===== config.mk =====
export PLATFORM = sky130hd
export DESIGN_NAME = aes_key_expansion
export DESIGN_NICKNAME = d
export VERILOG_FILES = /design/src/rtl/aes_pkg.sv /design/src/rtl/aes_sub_word.sv /design/src/rtl/aes_key_expansion.sv
export SDC_FILE = /design/constraint.sdc
export NUM_CORES = 2
export LEC_CHECK = 0
export ABC_AREA = 1
export CELL_PAD_IN_SITES_DETAIL_PLACEMENT = 2
export CELL_PAD_IN_SITES_GLOBAL_PLACEMENT = 2
export CORE_AREA = 2 2 604 606
export CTS_CLUSTER_DIAMETER = 50
export CTS_CLUSTER_SIZE = 10
export DETAILED_ROUTE_END_ITERATION = 10
export DIE_AREA = 0 0 606 608
export PLACE_DENSITY = 0.8
export SETUP_SLACK_MARGIN = 0.15
export SLEW_MARGIN = 0
export SYNTH_ARGS = -nofsm -noshare
export SYNTH_HDL_FRONTEND = slang
export SYNTH_SLANG_ARGS = --single-unit

===== constraint.sdc =====
create_clock -name clk -period 13.1 [get_ports clk]
set_input_delay 2.62 -clock clk [delete_from_list [all_inputs] [get_ports clk]]
set_output_delay 2.62 -clock clk [all_outputs]
set_load 0.05 [all_outputs]

===== src/rtl/aes_pkg.sv =====
// Shared AES constants and helpers: S-box table, round constants, schedule length and the
// key-expansion FSM state type.
package aes_pkg;

    typedef enum logic [1:0] {StIdle, StExpand, StDone} key_exp_state_e;

    // Entry b sits at SBOX[2047-8*b -: 8] (byte 0x00 in the MSBs).
    localparam logic [2047:0] SBOX = {
        256'h637c777bf26b6fc53001672bfed7ab76ca82c97dfa5947f0add4a2af9ca472c0,
        256'hb7fd9326363ff7cc34a5e5f171d8311504c723c31896059a071280e2eb27b275,
        256'h09832c1a1b6e5aa0523bd6b329e32f8453d100ed20fcb15b6acbbe394a4c58cf,
        256'hd0efaafb434d338545f9027f503c9fa851a3408f929d38f5bcb6da2110fff3d2,
        256'hcd0c13ec5f974417c4a77e3d645d197360814fdc222a908846eeb814de5e0bdb,
        256'he0323a0a4906245cc2d3ac629195e479e7c8376d8dd54ea96c56f4ea657aae08,
        256'hba78252e1ca6b4c6e8dd741f4bbd8b8a703eb5664803f60e613557b986c11d9e,
        256'he1f8981169d98e949b1e87e9ce5528df8ca1890dbfe6426841992d0fb054bb16
    };

    localparam logic [7:0] RCON [11] = '{
        8'h00, 8'h01, 8'h02, 8'h04, 8'h08, 8'h10, 8'h20, 8'h40, 8'h80, 8'h1b, 8'h36
    };

    function automatic int unsigned nw(input int unsigned nr);
        return 4 * (nr + 1);
    endfunction

    function automatic logic [7:0] sbox(input logic [7:0] b);
        return SBOX[2047 - 8 * int'(b) -: 8];
    endfunction

endpackage


===== src/rtl/aes_sub_word.sv =====
// SubWord: applies the AES S-box to each byte of a 32-bit word (purely combinational).
module aes_sub_word
    import aes_pkg::*;
(
    input  logic [31:0] data,
    output logic [31:0] result
);

    for (genvar gb = 0; gb < 4; gb++) begin : g_byte
        assign result[8*gb +: 8] = sbox(data[8*gb +: 8]);
    end

endmodule


===== src/rtl/aes_key_expansion.sv =====
// Iterative AES key expansion, one schedule word per clock into a register file.
// Build option AES_KEYEXP_CLEAR_EN: zero words Nk..Nw-1 when a new key is accepted.
module aes_key_expansion
    import aes_pkg::*;
#(
    parameter int unsigned Nk = 4,
    parameter int unsigned Nr = 10
) (
    input  logic                    clk,
    input  logic                    rst_n,
    input  logic                    start,
    input  logic [32*Nk-1:0]        key,
    output logic                    busy,
    output logic                    done,
    output logic                    w_valid,
    output logic [128*(Nr+1)-1:0]   w
);

    localparam int unsigned Nw     = nw(Nr);
    localparam logic [5:0]  NkIdx  = 6'(Nk);
    localparam logic [5:0]  LastIdx = 6'(Nw - 1);
    localparam logic [2:0]  NkLast = 3'(Nk - 1);

    key_exp_state_e state_q, state_d;
    logic [5:0]     idx_q;
    logic [2:0]     mod_q;
    logic [3:0]     rnd_q;
    logic           w_valid_q;
    logic [31:0]    words_q [Nw];

    logic           accept;
    logic           last_word;
    logic [31:0]    temp;
    logic [31:0]    prev;
    logic [31:0]    sub_in;
    logic [31:0]    sub_out;
    logic [31:0]    word_new;

    assign accept    = (state_q == StIdle) && start;
    assign last_word = (idx_q == LastIdx);
    assign busy      = (state_q == StExpand);
    assign done      = (state_q == StDone);
    assign w_valid   = w_valid_q;

    always_comb begin
        state_d = state_q;
        unique case (state_q)
            StIdle:   if (start) state_d = StExpand;
            StExpand: if (last_word) state_d = StDone;
            StDone:   state_d = StIdle;
            default:  state_d = StIdle;
        endcase
    end

    aes_sub_word u_sub_word (
        .data   (sub_in),
        .result (sub_out)
    );

    // mod_q tracks i%Nk and rnd_q tracks i/Nk, so no divider is needed.
    always_comb begin
        temp     = words_q[idx_q - 6'd1];
        prev     = words_q[idx_q - NkIdx];
        sub_in   = (mod_q == 3'd0) ? {temp[23:0], temp[31:24]} : temp;
        word_new = prev ^ temp;
        if (mod_q == 3'd0) begin
            word_new = prev ^ sub_out ^ {RCON[rnd_q], 24'h0};
        end else if (Nk > 6 && mod_q == 3'd4) begin
            word_new = prev ^ sub_out;
        end
    end

    always_ff @(posedge clk or negedge rst_n) begin
        if (!rst_n) begin
            state_q   <= StIdle;
            idx_q     <= '0;
            mod_q     <= '0;
            rnd_q     <= '0;
            w_valid_q <= 1'b0;
        end else begin
            state_q <= state_d;
            if (accept) begin
                idx_q     <= NkIdx;
                mod_q     <= '0;
                rnd_q     <= 4'd1;
                w_valid_q <= 1'b0;
            end else if (state_q == StExpand) begin
                idx_q <= idx_q + 6'd1;
                if (mod_q == NkLast) begin
                    mod_q <= '0;
                    rnd_q <= rnd_q + 4'd1;
                end else begin
                    mod_q <= mod_q + 3'd1;
                end
                if (last_word) w_valid_q <= 1'b1;
            end
        end
    end

    always_ff @(posedge clk or negedge rst_n) begin
        if (!rst_n) begin
            for (int j = 0; j < Nw; j++) words_q[j] <= '0;
        end else if (accept) begin
            for (int j = 0; j < Nk; j++) words_q[j] <= key[32*(Nk-j)-1 -: 32];
`ifdef AES_KEYEXP_CLEAR_EN
            for (int j = Nk; j < Nw; j++) words_q[j] <= '0;
`endif
        end else if (state_q == StExpand) begin
            words_q[idx_q] <= word_new;
        end
    end

    for (genvar gi = 0; gi < Nw; gi++) begin : g_w
        assign w[128*(gi/4) + 96 - 32*(gi%4) +: 32] = words_q[gi];
    end

endmodule


# Word-level counts from Yosys, hierarchy flattened
# Memory sizes are Yosys's and may differ from the RTL's.
# Index checks and enable logic that the tools add are counted.
# totals
out_inout_bits	1411
romBits	128
reg_bits	1424
n_memories	1
elab_cells	122
# memory_table
memory	words	width	read_ports	rd_clocked_by_memory_dff	write_ports	line	text
(name not given)	16	8	1	0	0	aes_key_expansion.sv:67	word_new = prev ^ sub_out ^ {RCON[rnd_q], 24'h0};
# op_classes
mux	29
n_reduce_logical	11
bitwise_logic	8
n_addsub	9
eq_ne	6
shift	4
magnitude_cmp	5
# op_table
cell	n
2055-bit by 32-bit variable part select with 8-bit output (first input constant)	4
1408-bit bitwise mux	1
1408-bit 2-to-1 mux	1
32-bit binary-select mux with 6-bit select	2
32-bit 2-to-1 mux	7
32-bit demux with 6-bit select	1
128-bit 2-to-1 mux	1
32-bit XOR	3
11-bit by 11-bit subtractor with 12-bit output (first input constant)	4
7-bit greater-or-equal comparator (second input constant)	3
6-bit inverter with 7-bit output	3
8-bit 2-to-1 mux	2
4-bit 2-to-1 mux	3
6-bit 2-to-1 mux	2
3-bit 2-to-1 mux	3
2-bit AND reduction	4
7-bit by 1-bit < comparator with 1-bit output (second input constant)	1
6-bit by 1-bit adder with 6-bit output (second input constant)	1
6-bit equality test (second input constant)	1
2-bit nonzero test	3
6-bit by 1-bit subtractor with 6-bit output (second input constant)	1
6-bit by 3-bit subtractor with 6-bit output (second input constant)	1
5-bit greater-or-equal comparator (second input constant)	1
4-bit inverter with 5-bit output	1
14 further kinds	18

# Depth between registers and ports, before layout
# logic_depth
ltp_word	14
mapped_depth	45

# Hierarchy
# A second synthesis with hierarchy kept.
# hier_totals
hier_cells	15361
area_unflattened_um2	95356.5
# modules_own_cells
module	area_each_um2	instances	seq_area_each_um2	cells_each
aes_key_expansion	83850.4	1	35634.2	12863
aes_sub_word	11506.0	1	0.0	2498

# Least setup slack after synthesis
# Ideal clock, no wire load.
# synth_path
kind	register -> register
from	register idx_q[0]
to	register words_q, in the netlist w[1043]
synth_period_minus_slack_ns	5.406
setup_time_ns	0.118
path_slack_ns	7.694
required_ns	12.982
path_stages_with_launch	40
t_arrival_ns	5.288
n_path_buf	14
path_cell_list	dfrtp_1 buf_6 inv_6 buf_6 buf_6 buf_6 buf_6 buf_6 buf_6 buf_6 buf_2 buf_2 ha_1 inv_2 buf_2 buf_2 clkbuf_1 nand3_1 [4 not listed] nand2_2 inv_2 ha_1 inv_1 nand3_1 nand2_1 inv_1 nor2_1 nand2_1 nand3_1 nand3_1 nand3_1 nand3_1 nand2_1 nand2_2 buf_4 nand3_1 nand2_1
# synth_via
elab_chain_cells	12
# synth_lines
element	line	text
start: declaration	aes_key_expansion.sv:25	logic [5:0] idx_q;
start signal: assignment	aes_key_expansion.sv:83	idx_q <= NkIdx;
start signal: assignment	aes_key_expansion.sv:88	idx_q <= idx_q + 6'd1;
6-bit by 1-bit subtractor with 6-bit output	aes_key_expansion.sv:62	temp = words_q[idx_q - 6'd1];
6-bit inverter with 7-bit output (not written as such)	aes_key_expansion.sv:62	
32-bit binary-select mux with 6-bit select	aes_key_expansion.sv:62	
32-bit 2-to-1 mux (not written as such) (2 in a row)	aes_key_expansion.sv:62	
32-bit 2-to-1 mux	aes_key_expansion.sv:64	sub_in = (mod_q == 3'd0) ? {temp[23:0], temp[31:24]} : temp;
11-bit by 11-bit subtractor with 12-bit output	aes_pkg.sv:28	return SBOX[2047 - 8 * int'(b) -: 8];
2055-bit by 32-bit variable part select with 8-bit output	aes_pkg.sv:28	
32-bit XOR (2 in a row)	aes_key_expansion.sv:67	
32-bit 2-to-1 mux	aes_key_expansion.sv:66	if (mod_q == 3'd0) begin
1408-bit bitwise mux *	aes_key_expansion.sv:109	words_q[idx_q] <= word_new;
end signal: indexed assignment	aes_key_expansion.sv:109	
end: declaration	aes_key_expansion.sv:29	logic [31:0] words_q [Nw];
# Every way passes the cells marked *; elsewhere a longest branch is shown, timed or not. The select of a mux whose other input is x is not followed.
# A chain may end at the register's enable or synchronous reset.

# Worst setup path after layout
# layout_path
from	register idx_q[0]
to	register words_q, in the netlist w[387]
# Same word-level chain as after synthesis.

==> results.json <==
{
  "wire_per_inst_um": 42.8,
  "clk_pin_slew_ns": 0.06,
  "relSlewSlack_pct": -1.55,
  "worstPathRequired_ns": 13.95,
  "grtUsageTotal_pct": 46.1,
  "grt_max_degree": 160,
  "crit_fanout": 130,
  "grt-ovfl-total": 0,
  "grt_pass1_vias": 131000,
  "fin_util_pct": 34.5,
  "fin_skew_ns": 0.106,
  "numCtsBuffers": 273,
  "clock_sinks": 1424,
  "synthesis.nets": 14700,
  "h-tree-depth": 5,
  "root_buffer": "clkbuf_16",
  "clock_path_buffers": 4,
  "nFillCells": 42700,
  "drv_slew": 16,
  "finalHoldWorstSlack_ns": 0.508,
  "cts.hold.buffers_added": 0,
  "drt_wl_total_mm": 877,
  "antenna_found_initial": 93,
  "die_y_um": 608,
  "viasPerCell": 6.43,
  "rows": 221,
  "ys_types": 63,
  "grt_setup_unrepaired": "no",
  "seq_area_frac_synth_pct": 36.8,
  "worstMarginPinSlew_ns": 1.52,
  "fmax_mhz": 102,
  "fin_tns_setup_ns": 0,
  "violations": "max-capacitance violations, max-slew violations",
  "io-pin-count": 1542,
  "synth_top_area_cell": "dfrtp_1",
  "synth_top_area_share_pct": 36.8,
  "drive_above_1_share_pct": 7.43,
  "initial_core_util_pct": 26.7,
  "clk_latency_ns": 0.98,
  "ff2ff_setup_slack_ns": 3.34,
  "synthCells": 14500,
  "cts_resized": 0,
  "syn_area_per_cell_um2": 6.66,
  "dieArea_um2": 368000,
  "netlist_area_um2": 96700,
  "chipWidth_um": 606,
  "first_pass_iters": 6,
  "critPathCaptureType": "flop",
  "fin_crit_ns": 9.76,
  "critPathLaunchType": "flop",
  "area_growth_pct": 29.2,
  "io_buffer_count": 1541,
  "drv_cap": 2,
  "post-cts-setup-buffers": 0,
  "hold_path_class": "reg -> reg",
  "finalHoldViolCount": 0,
  "status": "complete, but fails checks",
  "core_um2": 362000,
  "antenna_left": 0,
  "dp_hpwl_mm": 601,
  "final_net_count": 15600,
  "finalCritPeriodShare_pct": 74.5,
  "ys_ff_latch": 1424,
  "grt_first_pass_wirelength_mm": 1180,
  "synth_warnings": 0,
  "cts_tree": "done",
  "drcViolationCount": 0,
  "vias": 132000,
  "worstSetupPathType": "reg -> reg",
  "gp_congestion": 1.01,
  "setup_viol": 0,
  "synthTopCellsByArea": "dfrtp_1 (37%), nand2_1 (20%), nand3_1 (18%)",
  "drtIter0Drc": 18900,
  "crit_arrival_ns": 10.61
}
cell usage in the layout, fill, tap and decap left out, types with 31 or more instances in the layout:
master and n:
a21oi_1 409, a221oi_1 38, buf_4 321, clkbuf_16 280, clkbuf_8 33, clkdlybuf4s50_1 1537, clkinv_2 42, clkinvlp_4 31
dfrtp_1 1423, diode_2 74, ha_1 68, inv_1 679, inv_2 60, nand2_1 5255, nand2_2 69, nand3_1 3390
nor2_1 284, nor2_4 35, nor3_1 45, o2111ai_1 31, o211ai_1 150, o21ai_0 570, o21ai_1 37, o221ai_1 56
o22ai_1 270
Yosys cell counts, drive strengths merged:
master and count:
a2111o 1, a2111oi 9, a211oi 6, a21oi 412, a221o 2, a221oi 38, a22oi 21, a31oi 19
a32o 6, a32oi 14, a41oi 6, and2 3, buf 841, clkbuf 400, clkinv 8, dfrtp 1424
ha 70, inv 768, nand2 5349, nand3 3430, nand3b 12, nand4 29, nor2 329, nor3 59
nor4 13, o2111ai 31, o211ai 153, o21a 3, o21ai 625, o21bai 1, o221ai 56, o22ai 270
o311ai 22, o31ai 11, o41ai 30, or2 16, or4 11, xnor2 6, xor2 11
state kept, by name, indices dropped and copies added (netlist names):
name	cells
rnd_q	4
mod_q	3
state_q	2
idx_q	6
w	1408
w_valid	1
layout make-up:
| class | instances | area, µm² | share of cell area [%] |
|---|---|---|---|
| repair buffers | 1885 | 18300 | 14.7 |
| diodes | 74 | 185 | 0.148 |
| inverters | 776 | 3050 | 2.44 |
| flip-flops and latches | 1424 | 35600 | 28.5 |
| multi-input cells | 11100 | 52300 | 41.8 |
| clock buffers | 340 | 7560 | 6.05 |
| well taps | 4794 | 6000 | 4.80 |
| clock inverters | 148 | 1930 | 1.55 |
kinds of logic (layout without fill, tap and decap cells):
family,after synthesis,after routing,share of synthesized area (%)
AND/OR/NAND/NOR,9251,9251,41.2
buffers and inverters,2017,3149,10.1
AO/OA/AOI/OAI,1736,1736,10.8
flip-flops,1424,1424,36.8
adder cells (fa/ha/maj),70,70,0.905
XOR/XNOR,17,17,0.154
other,0,74,0
worst max-delay path: stages, from the launching register on:
cell       delay (ns)
dfrtp_4          0.92
clkinv_16        0.41
buf_4            0.41
nand3_4          0.49
nand2_1          0.26
nand2_8          0.55
buf_4            0.69
nand3_1          0.43
nand3_1          0.33
nand2_1          0.22
nand2_1          0.17
nand3_1          0.41
nand2_4          0.60
inv_2            0.30
buf_4            0.41
nor2_2           0.50
nand2_1          0.12
nand2_1          0.08
nand2_1          0.05
nand3_1          0.11
nand3_1          0.09
nand3_1          0.12
nand3_1          0.20
nand3_2          0.80
buf_4            0.48
nand3_1          0.15
nand2_1          0.12
routing by layer:
metal | track usage, % | part of all wire [%] | vias to the layer above
met5 | 0.261 | 0.044 | -
met3 | 16.2 | 12 | 3504
met2 | 64.7 | 40 | 10600
met4 | 45.0 | 12 | 44
li1 | - | - | 50400
met1 | 53.6 | 35 | 67500
worst paths after layout:
check                           to     start  depth (start not counted)
max                         w[387]  idx_q[0]                         26
min                        w_valid   w_valid                          2
max reg2reg                 w[387]  idx_q[0]                         26
min reg2reg                w_valid   w_valid                          2
max in group asynchronous    w[33]     rst_n                          4
min in group asynchronous   w[974]     rst_n                          1
per-stage QoR:
stage,std cells,setup slack [ns],area [µm²]
after global placement,20000,3.98,115000
after floorplan,14500,7.69,96700
after detailed placement,20000,3.84,115000
after global routing,20500,3.35,125000
after CTS,20400,3.79,125000
final,20500,3.34,125000
Power is not shown: default switching activity piles up to over one toggle a cycle in this logic, so the estimate is an artifact.
